[config.mk]
export PLATFORM = sky130hd
export DESIGN_NAME = control_ceas
export DESIGN_NICKNAME = d
export VERILOG_FILES = /design/src/rtl/control_ceas.sv
export SDC_FILE = /design/constraint.sdc
export NUM_CORES = 1
export LEC_CHECK = 0
export CAP_MARGIN = 30
export CORE_UTILIZATION = 35
export CTS_BUF_LIST = sky130_fd_sc_hd__clkbuf_2 sky130_fd_sc_hd__clkbuf_4 sky130_fd_sc_hd__clkbuf_8
export DETAILED_ROUTE_END_ITERATION = 10
export PLACE_DENSITY = 0.57
export SLEW_MARGIN = 20
export SYNTH_ARGS = -nofsm -noshare
export SYNTH_HDL_FRONTEND = slang
export SYNTH_SLANG_ARGS = --single-unit
[constraint.sdc]
create_clock -name clock -period 6.6 [get_ports clock]
set_clock_uncertainty 0.15 [all_clocks]
set_input_delay 1.32 -clock clock [delete_from_list [all_inputs] [get_ports clock]]
set_output_delay 1.32 -clock clock [all_outputs]
set_load 0.005 [all_outputs]
[src/rtl/control_ceas.sv]
// Alarm-clock control core: 24 h timekeeping, time/alarm set-mode FSM, alarm compare and ring timeout.
// Optional snooze on short press of button 3 while ringing is built when CONTROL_SNOOZE_EN is defined.
module control_ceas #(
    parameter int RING_SEC   = 60,
    parameter int SNOOZE_MIN = 5
) (
    input  logic       clock,
    input  logic       reset,
    input  logic       tick_1s,
    input  logic       scurt_1,
    input  logic       scurt_2,
    input  logic       scurt_3,
    input  logic       lung_1,
    input  logic       lung_2,
    input  logic       lung_3,
    output logic [4:0] ore,
    output logic [5:0] minute,
    output logic [5:0] secunde,
    output logic [4:0] al_ore,
    output logic [5:0] al_min,
    output logic       al_en,
    output logic       suna,
    output logic [2:0] mod
);

    typedef enum logic [2:0] {
        RUN        = 3'd0,
        SET_ORA    = 3'd1,
        SET_MIN    = 3'd2,
        SET_AL_ORA = 3'd3,
        SET_AL_MIN = 3'd4
    } mode_t;

    localparam logic [7:0] RING_LIM = 8'(RING_SEC);

    mode_t      mod_q, mod_d;
    logic [4:0] ore_q, ore_d, alOre_q, alOre_d;
    logic [5:0] min_q, min_d, sec_q, sec_d, alMin_q, alMin_d;
    logic       alEn_q, alEn_d, suna_q, suna_d;
    logic [7:0] ringCnt_q, ringCnt_d;
    logic       countEn, alarmHit;
    logic [4:0] tOre;
    logic [5:0] tMin, tSec;

`ifdef CONTROL_SNOOZE_EN
    logic       snzValid_q, snzValid_d, snzHit;
    logic [4:0] snzOre_q, snzOre_d;
    logic [5:0] snzMin_q, snzMin_d;
    logic [6:0] snzMinSum;
`endif

    // Out-of-range parameters leave this empty block elaborated as a visible marker.
    if (SNOOZE_MIN < 1 || SNOOZE_MIN > 59 || RING_SEC < 1 || RING_SEC > 255) begin : g_param_out_of_range
    end

    function automatic logic [5:0] incWrap(input logic [5:0] v, input logic [5:0] top);
        return (v == top) ? 6'd0 : v + 6'd1;
    endfunction

    function automatic logic [5:0] decWrap(input logic [5:0] v, input logic [5:0] top);
        return (v == 6'd0) ? top : v - 6'd1;
    endfunction

    always_comb begin
        mod_d     = mod_q;
        ore_d     = ore_q;
        min_d     = min_q;
        sec_d     = sec_q;
        alOre_d   = alOre_q;
        alMin_d   = alMin_q;
        alEn_d    = alEn_q;
        suna_d    = suna_q;
        ringCnt_d = ringCnt_q;
`ifdef CONTROL_SNOOZE_EN
        snzValid_d = snzValid_q;
        snzOre_d   = snzOre_q;
        snzMin_d   = snzMin_q;
        snzMinSum  = {1'b0, min_q} + 7'(SNOOZE_MIN);
`endif

        // Entering set mode from RUN freezes the clock for that cycle.
        countEn = tick_1s && (mod_q == RUN || mod_q == SET_AL_ORA || mod_q == SET_AL_MIN)
                  && !(lung_1 && mod_q == RUN);
        tOre = ore_q;
        tMin = min_q;
        tSec = sec_q;
        if (countEn) begin
            if (sec_q == 6'd59) begin
                tSec = 6'd0;
                if (min_q == 6'd59) begin
                    tMin = 6'd0;
                    tOre = (ore_q == 5'd23) ? 5'd0 : ore_q + 5'd1;
                end else begin
                    tMin = min_q + 6'd1;
                end
            end else begin
                tSec = sec_q + 6'd1;
            end
        end
        ore_d = tOre;
        min_d = tMin;
        sec_d = tSec;

        if (suna_q && tick_1s) begin
            ringCnt_d = ringCnt_q + 8'd1;
            if (ringCnt_q + 8'd1 == RING_LIM) suna_d = 1'b0;
        end

        if (lung_1) begin
            if (mod_q == RUN) begin
                mod_d = SET_ORA;
                sec_d = 6'd0;
            end else begin
                mod_d = RUN;
            end
        end else if (lung_3) begin
            suna_d = 1'b0;
`ifdef CONTROL_SNOOZE_EN
            snzValid_d = 1'b0;
`endif
        end else if (scurt_1) begin
            case (mod_q)
                SET_ORA:    mod_d = SET_MIN;
                SET_MIN:    mod_d = SET_AL_ORA;
                SET_AL_ORA: mod_d = SET_AL_MIN;
                SET_AL_MIN: mod_d = SET_ORA;
                default:    mod_d = mod_q;
            endcase
        end else if (scurt_2) begin
            case (mod_q)
                SET_ORA:    ore_d   = 5'(incWrap({1'b0, ore_q}, 6'd23));
                SET_MIN:    min_d   = incWrap(min_q, 6'd59);
                SET_AL_ORA: alOre_d = 5'(incWrap({1'b0, alOre_q}, 6'd23));
                SET_AL_MIN: alMin_d = incWrap(alMin_q, 6'd59);
                default:    ;
            endcase
        end else if (scurt_3) begin
            case (mod_q)
                SET_ORA:    ore_d   = 5'(decWrap({1'b0, ore_q}, 6'd23));
                SET_MIN:    min_d   = decWrap(min_q, 6'd59);
                SET_AL_ORA: alOre_d = 5'(decWrap({1'b0, alOre_q}, 6'd23));
                SET_AL_MIN: alMin_d = decWrap(alMin_q, 6'd59);
                default: begin
`ifdef CONTROL_SNOOZE_EN
                    if (suna_q) begin
                        suna_d     = 1'b0;
                        snzValid_d = 1'b1;
                        if (snzMinSum >= 7'd60) begin
                            snzMin_d = 6'(snzMinSum - 7'd60);
                            snzOre_d = (ore_q == 5'd23) ? 5'd0 : ore_q + 5'd1;
                        end else begin
                            snzMin_d = snzMinSum[5:0];
                            snzOre_d = ore_q;
                        end
                    end
`endif
                end
            endcase
        end

        // A trigger overrides a same-cycle stop request.
        alarmHit = countEn && alEn_q && tOre == alOre_q && tMin == alMin_q && tSec == 6'd0;
`ifdef CONTROL_SNOOZE_EN
        snzHit = countEn && snzValid_q && tOre == snzOre_q && tMin == snzMin_q && tSec == 6'd0;
        if (snzHit) snzValid_d = 1'b0;
        if (alarmHit || snzHit) begin
`else
        if (alarmHit) begin
`endif
            suna_d    = 1'b1;
            ringCnt_d = 8'd0;
        end

        if (lung_2) begin
            alEn_d = ~alEn_q;
            if (alEn_q) begin
                suna_d = 1'b0;
`ifdef CONTROL_SNOOZE_EN
                snzValid_d = 1'b0;
`endif
            end
        end
    end

    always_ff @(posedge clock or posedge reset) begin
        if (reset) begin
            mod_q     <= RUN;
            ore_q     <= '0;
            min_q     <= '0;
            sec_q     <= '0;
            alOre_q   <= '0;
            alMin_q   <= '0;
            alEn_q    <= 1'b0;
            suna_q    <= 1'b0;
            ringCnt_q <= '0;
`ifdef CONTROL_SNOOZE_EN
            snzValid_q <= 1'b0;
            snzOre_q   <= '0;
            snzMin_q   <= '0;
`endif
        end else begin
            mod_q     <= mod_d;
            ore_q     <= ore_d;
            min_q     <= min_d;
            sec_q     <= sec_d;
            alOre_q   <= alOre_d;
            alMin_q   <= alMin_d;
            alEn_q    <= alEn_d;
            suna_q    <= suna_d;
            ringCnt_q <= ringCnt_d;
`ifdef CONTROL_SNOOZE_EN
            snzValid_q <= snzValid_d;
            snzOre_q   <= snzOre_d;
            snzMin_q   <= snzMin_d;
`endif
        end
    end

    assign ore     = ore_q;
    assign minute  = min_q;
    assign secunde = sec_q;
    assign al_ore  = alOre_q;
    assign al_min  = alMin_q;
    assign al_en   = alEn_q;
    assign suna    = suna_q;
    assign mod     = mod_q;

endmodule

==> flow_metrics.env, run 1 <==
export IMPL_n_antenna_cell=0
export IMPL_hold_violations=0
export IMPL_fin_tns_setup_ps=0
export IMPL_cts_buffers=5
export IMPL_fin_nets=485
export IMPL_met1_usage_pct=29.2
export IMPL_relSlewSlack_pct=45.2
export IMPL_slowest_stage="clkdlybuf4s50_1"
export IMPL_final_cells=596
export IMPL_crit_path_end_kind="register"
export IMPL_fmax_mhz=229
export IMPL_drt_pass1_iterations=6
export IMPL_cts_sink_count=41
export IMPL_ys_seq_elements=41
export IMPL_hpwl_um=7250
export IMPL_drc=0
export IMPL_die_width_um=102
export IMPL_cp_num_buf_inv=1
export IMPL_hold_class="register to register"
export IMPL_grt_max_degree=42
export IMPL_grt_setup_unrepaired="false"
export IMPL_cp_start_kind="input pin"
export IMPL_syn_area_per_cell_sq_um=7.99
export IMPL_status="finished clean"
export IMPL_placed_cells=589
export IMPL_grt_pass1_wl_um=16400
export IMPL_critPathTopFamily="simple AND/OR/NAND/NOR gates"
export IMPL_slew_viol_final=0
export IMPL_ctsResizeCount=0
export IMPL_ant_nets=0
export IMPL_ir_drop_mv=0.111
export IMPL_cts_setup_buffers=0
export IMPL_cts_tree="yes"
export IMPL_antenna_found_initial=0
export IMPL_yosysTopAreaCellShare_pct=29.2
export IMPL_synth_nets=462
export IMPL_met2_usage_pct=31.3
export IMPL_ys_flop_type="dfrtp_1"
export IMPL_clock_path_buffers=2
export IMPL_grt_pass1_vias=3140
export IMPL_cts_hold_buf=0
export IMPL_yosysTopAreaCell="dfrtp_1"
export IMPL_async_flop_share_pct=100
export IMPL_synth_area_sq_um=3520
export IMPL_track_usage_pct=20.1
export IMPL_finalSetupViolations=0
export IMPL_critPathArrivalTime_ps=4380
export IMPL_fin_crit_ps=4370
export IMPL_via_per_inst=5.80
export IMPL_htree_num_levels=2
export IMPL_first_iter_violations=246
export IMPL_power_density_nw_per_um2=236
export IMPL_drive_above_1_share_pct=6.05
export IMPL_crit_fanout=15
export IMPL_ys_seq_area_share_pct=29.2
export IMPL_top_usage_layer="met2"
export IMPL_insertion_delay_ps=300
export IMPL_placeableCoreArea_sq_um=9770
export IMPL_overflow=0
export IMPL_period_share_pct=66.1
export IMPL_wire_per_inst_um=16.9
export IMPL_nFillCells=1013
export IMPL_required_ps=6610
export IMPL_globalplace_congestion=0.942
export IMPL_crit_chain="clkdlybuf4s50_1, nand3_4, nor2_1, a221oi_1, or3b_4, nor4b_4, a21oi_1"
export IMPL_die_y_um=102
export IMPL_syn2layout_area_growth_pct=16.4
export IMPL_clk_pin_slew_ps=80
export IMPL_multiInputGateArea_sq_um=2290
export IMPL_yosys_top_cells_count="a21oi_1, nor2_1, dfrtp_1"
export IMPL_synth_distinct_cells=73
export IMPL_cap_violations=0
export IMPL_p_leak_nw=1.62
export IMPL_max_slew_worst_pin_slew_ps=820
export IMPL_start_util_pct=36.0
export IMPL_regArea_sq_um=1030
export IMPL_die_area_sq_um=10500
export IMPL_io_buffers=41
export IMPL_io_pin_count=42
export IMPL_worstSetupPathType="input pin to register"
export IMPL_ys_warn_count=0
export IMPL_grt_use_met3_pct=2.46
export IMPL_netlist_instances=440
export IMPL_cp_slowest_stage_delay_ps=870
export IMPL_synth_area_top_cells="dfrtp_1, a21oi_1, ha_1"
export IMPL_cts_root_buf="clkbuf_8"
export IMPL_power_total_mw=0.967
export IMPL_synth_edf_count=0
export IMPL_rows=36
export IMPL_wirelength_um=10100
export IMPL_hold_slack_ps=389
export IMPL_via_count=3458
-- report_power, final --
| group | leakage [nW] | total (mW) | internal [mW] | switching [mW] |
|---|---|---|---|---|
| Sequential | 0.527 | 0.385 | 0.285 | 0.101 |
| Combinational | 1.04 | 0.376 | 0.190 | 0.187 |
| Clock | 0.0540 | 0.205 | 0.110 | 0.0952 |
| Total | 1.62 | 0.967 | 0.585 | 0.382 |
-- cell families after synthesis --
group                      synth area share [%]
adders and majority gates                  4.62
DFF                                        29.2
AOI/OAI and AO/OA                          25.2
buffers and inverters                      5.80
muxes                                      2.28
xor gates and xnor gates                   6.97
and+or+nand+nor                            26.0
-- registers in the layout, summed over array words and instances (netlist names), 3 cells and up --
name and flops:
al_min 6, ringCnt_q 8, secunde 6, ore 5
mod 3, al_ore 5, minute 6
-- worst reg2reg max path, stage by stage, from the launching register on --
cell and delay [ps]:
dfrtp_1 480, ha_1 210, and3b_2 240, nand3_4 130, nor2_1 610, a221oi_1 230, or3b_4 450, nor4b_4 550
a21oi_1 130
-- placed cells by master, fill, tap and decap left out, drive strengths merged, types with 8 or more instances in the layout --
| cell | Yosys | final |
|---|---|---|
| o21ai | 28 | 28 |
| xor2 | 13 | 13 |
| inv | 20 | 20 |
| dfrtp | 41 | 41 |
| xnor2 | 15 | 15 |
| nor2 | 43 | 43 |
| nor3 | 16 | 16 |
| nand2 | 33 | 33 |
| a21oi | 43 | 43 |
| mux2i | 8 | 8 |
| ha | 13 | 13 |
| nand3 | 19 | 19 |
| clkdlybuf4s50 | 0 | 41 |
-- final timing paths --
| path | startpoint | endpoint | slack [ps] | depth (start not counted) |
|---|---|---|---|---|
| worst max-delay path | tick_1s | ringCnt_q[0]$_DFFE_PP0P_ | 2230 | 7 |
| worst min-delay path | al_en$_DFFE_PP0P_ | al_en$_DFFE_PP0P_ | 390 | 1 |
| worst max register to register | secunde[0]$_DFF_PP0_ | ringCnt_q[0]$_DFFE_PP0P_ | 3290 | 8 |
| worst min register to register | al_en$_DFFE_PP0P_ | al_en$_DFFE_PP0P_ | 390 | 1 |
| max in group asynchronous | reset | ore[4]$_DFF_PP0_ | 4590 | 3 |
| min in group asynchronous | reset | al_en$_DFFE_PP0P_ | 1320 | 3 |
-- per-stage QoR --
stage	area, sq um	util [%]	setup slack (ps)
after floorplan	3520	-	3240
after CTS	4090	41.9	2310
final	4090	41.9	2230
after global routing	4090	41.9	2020
after detailed placement	3990	40.8	1980
after global placement	3980	40.7	2150
-- layout make-up --
class                   count  share of cell area, %
clock inverters             2                  0.856
repair buffers             45                   10.6
flip-flops and latches     41                   25.1
multi-input cells         350                   55.9
inverters                  20                   1.83
clock buffers               5                   1.68
well taps                 133                   4.06
-- routing by layer --
metal	wire length [um]	vias up
met1	4800	1659
met4	223	0
met2	4550	124
met3	493	16
li1	-	1659
met5	0	-
No activity file was read; power rests on OpenSTA's default activity.
==> run 2: changes to the inputs <==
--- a/config.mk
+++ b/config.mk
@@ -9,7 +9,7 @@
 export CORE_UTILIZATION = 35
 export CTS_BUF_LIST = sky130_fd_sc_hd__clkbuf_2 sky130_fd_sc_hd__clkbuf_4 sky130_fd_sc_hd__clkbuf_8
 export DETAILED_ROUTE_END_ITERATION = 10
-export PLACE_DENSITY = 0.57
+export PLACE_DENSITY = 0.59
 export SLEW_MARGIN = 20
 export SYNTH_ARGS = -nofsm -noshare
 export SYNTH_HDL_FRONTEND = slang
==> constraint.sdc (replaced) <==
create_clock -name clock -period 3.6 [get_ports clock]
set_clock_uncertainty 0.15 [all_clocks]
set_input_delay 0.72 -clock clock [delete_from_list [all_inputs] [get_ports clock]]
set_output_delay 0.72 -clock clock [all_outputs]
set_load 0.005 [all_outputs]
==> run 2 against run 1 <==
  * Clock power is 99% higher
  * Sequential power is 78% higher
  * Die area unchanged
  * Global-route usage is 0.72 points higher
  * Flip-flop and latch count did not move
  * Register-to-register slack got worse by 3000 ps
  * Wire length increased by 2.0%
  * Non-clock buffer count up 13
  * Sequential share of layout area is 0.82 points lower
  * Utilization up 1.4 points
  * Total power grew 89%
  * Critical endpoint unchanged
==> flow_metrics.env, run 2 (same netlist as run 1, synthesis figures left out) <==
export IMPL_status="finished clean"
export IMPL_r2r_start="minute[1]$_DFF_PP0_"
export IMPL_die_width_um=102
export IMPL_finalSetupViolations=0
export IMPL_crit_fanout=9
export IMPL_r2r_end="ringCnt_q[0]$_DFFE_PP0P_"
export IMPL_via_count=3500
export IMPL_whs_path_depth=1
export IMPL_track_usage_pct=20.8
export IMPL_max_slew_worst_pin_slew_ps=775
export IMPL_cts_root_buf="clkbuf_8"
export IMPL_grt_setup_unrepaired="false"
export IMPL_place_ws_ps=57.2
export IMPL_clock_path_buffers=2
export IMPL_cts_buffers=5
export IMPL_wirelength_um=10300
export IMPL_cp_start_kind="register"
export IMPL_min_from="al_en$_DFFE_PP0P_"
export IMPL_regMostFlops="ringCnt_q"
export IMPL_cts_hold_buf=0
export IMPL_htree_num_levels=2
export IMPL_syn2layout_area_growth_pct=20.3
export IMPL_placeableCoreArea_sq_um=9770
export IMPL_io_buffers=41
export IMPL_cts_sink_count=41
export IMPL_cts_tree="yes"
export IMPL_relSlewSlack_pct=48.2
export IMPL_overflow=0
export IMPL_period_share_pct=91.2
export IMPL_hold_end="al_en$_DFFE_PP0P_"
export IMPL_fin_nets=498
export IMPL_io_pin_count=42
export IMPL_cts_setup_buffers=0
export IMPL_largest_reg_flops=8
export IMPL_hold_violations=0
export IMPL_insertion_delay_ps=300
export IMPL_drive_above_1_share_pct=8.81
export IMPL_slew_viol_final=0
export IMPL_fin_crit_ps=3280
export IMPL_drc=0
export IMPL_fin_tns_setup_ps=0
export IMPL_first_iter_violations=245
export IMPL_crit_path_end_kind="register"
export IMPL_grt_max_degree=32
export IMPL_required_ps=3610
export IMPL_antenna_found_initial=0
export IMPL_p_leak_nw=1.70
export IMPL_reg2reg_slack_ps=320
export IMPL_globalplace_congestion=0.915
export IMPL_clk_pin_slew_ps=80
export IMPL_hold_class="register to register"
export IMPL_die_y_um=102
export IMPL_setup_slack_ps=316
export IMPL_ir_drop_mv=0.191
export IMPL_fmax_mhz=305
export IMPL_power_density_nw_per_um2=432
export IMPL_die_area_sq_um=10500
export IMPL_via_per_inst=5.74
export IMPL_worstSetupPathType="register to register"
export IMPL_ant_nets=0
export IMPL_wire_per_inst_um=16.8
export IMPL_ctsResizeCount=0
export IMPL_hpwl_um=7670
export IMPL_critPathArrivalTime_ps=3290
export IMPL_grt_pass1_wl_um=17000
export IMPL_r2r_cells=9
export IMPL_hold_slack_ps=384
export IMPL_n_antenna_cell=0
export IMPL_cap_violations=0
export IMPL_mostFrequentLayoutCells="a21oi_1, nor2_1, dfrtp_1, clkdlybuf4s50_1, nand2_1"
export IMPL_start_util_pct=36.0
export IMPL_drt_pass1_iterations=6
export IMPL_grt_pass1_vias=3287
export IMPL_rows=36
[run 2: changes by cell type in the layout (fill, tap and decap cells not counted)]
| cell | change |
|---|---|
| buf_2 | -2 |
| buf_4 | +14 |
| clkbuf_4 | +1 |
| buf_16 | +1 |
| clkinv_2 | -1 |
| clkbuf_8 | +1 |
[run 2: area by class of cell]
cell class	count	area [sq um]
clock buffers	7	90.1
clock inverters	1	30.0
fillers	1021	5540
inverters	20	75.1
multi-input cells	350	2290
flip-flops and latches	41	1030
well taps	133	166
repair buffers	58	558
[run 2: critical path, cell delays in order, from the launching register on]
cell      delay [ps]
dfrtp_1          500
ha_1             380
and4b_4          330
nand2_1          110
nor4b_1          440
buf_4            210
xnor2_1          140
o211ai_1         210
nor4b_4          540
a21oi_1          130
[run 2: power breakdown]
| part | internal, mW | total [mW] | switching, mW |
|---|---|---|---|
| Clock | 0.234 | 0.408 | 0.174 |
| Sequential | 0.522 | 0.687 | 0.165 |
| Combinational | 0.362 | 0.732 | 0.370 |
| Total | 1.12 | 1.83 | 0.709 |
[run 2: through the flow]
| step | area, sq um | std cells | utilization, % | total power [mW] |
|---|---|---|---|---|
| after floorplan | 3520 | 440 | - | 1.13 |
| final | 4230 | 610 | 43.3 | 1.83 |
| after global placement | 4090 | 601 | 41.8 | 1.41 |
| after CTS | 4230 | 610 | 43.3 | 1.83 |
| after detailed placement | 4110 | 602 | 42.1 | 1.42 |
| after global routing | 4230 | 610 | 43.3 | 1.95 |
[run 2: layer usage]
layer  global-route usage [%]  vias up  share of wire (%)
met5                        0        -                  0
met3                     2.80       21                5.2
met1                     29.3     1663                 46
met2                     33.0      125                 46
li1                         -     1691                  -
met4                     6.37        0                2.4
[run 2: how the worst max path moves through the flow]
stage,cells past startpoint,from,end
finish,9,minute[1]$_DFF_PP0_,ringCnt_q[0]$_DFFE_PP0P_
global route,8,lung_1,ringCnt_q[4]$_DFFE_PP0P_
CTS,9,minute[0]$_DFF_PP0_,ringCnt_q[6]$_DFFE_PP0P_
detailed placement,8,lung_1,ringCnt_q[6]$_DFFE_PP0P_
global placement,8,lung_1,ringCnt_q[2]$_DFFE_PP0P_
floorplan,9,minute[0]$_DFF_PP0_,ringCnt_q[0]$_DFFE_PP0P_
==> run 3: changes to the inputs <==
--- a/config.mk
+++ b/config.mk
@@ -14,3 +14,4 @@
 export SYNTH_ARGS = -nofsm -noshare
 export SYNTH_HDL_FRONTEND = slang
 export SYNTH_SLANG_ARGS = --single-unit
+export TNS_END_PERCENT = 10
==> results of run 3 <==
No change in the layout: final DEF, timing and power equal those of run 2.
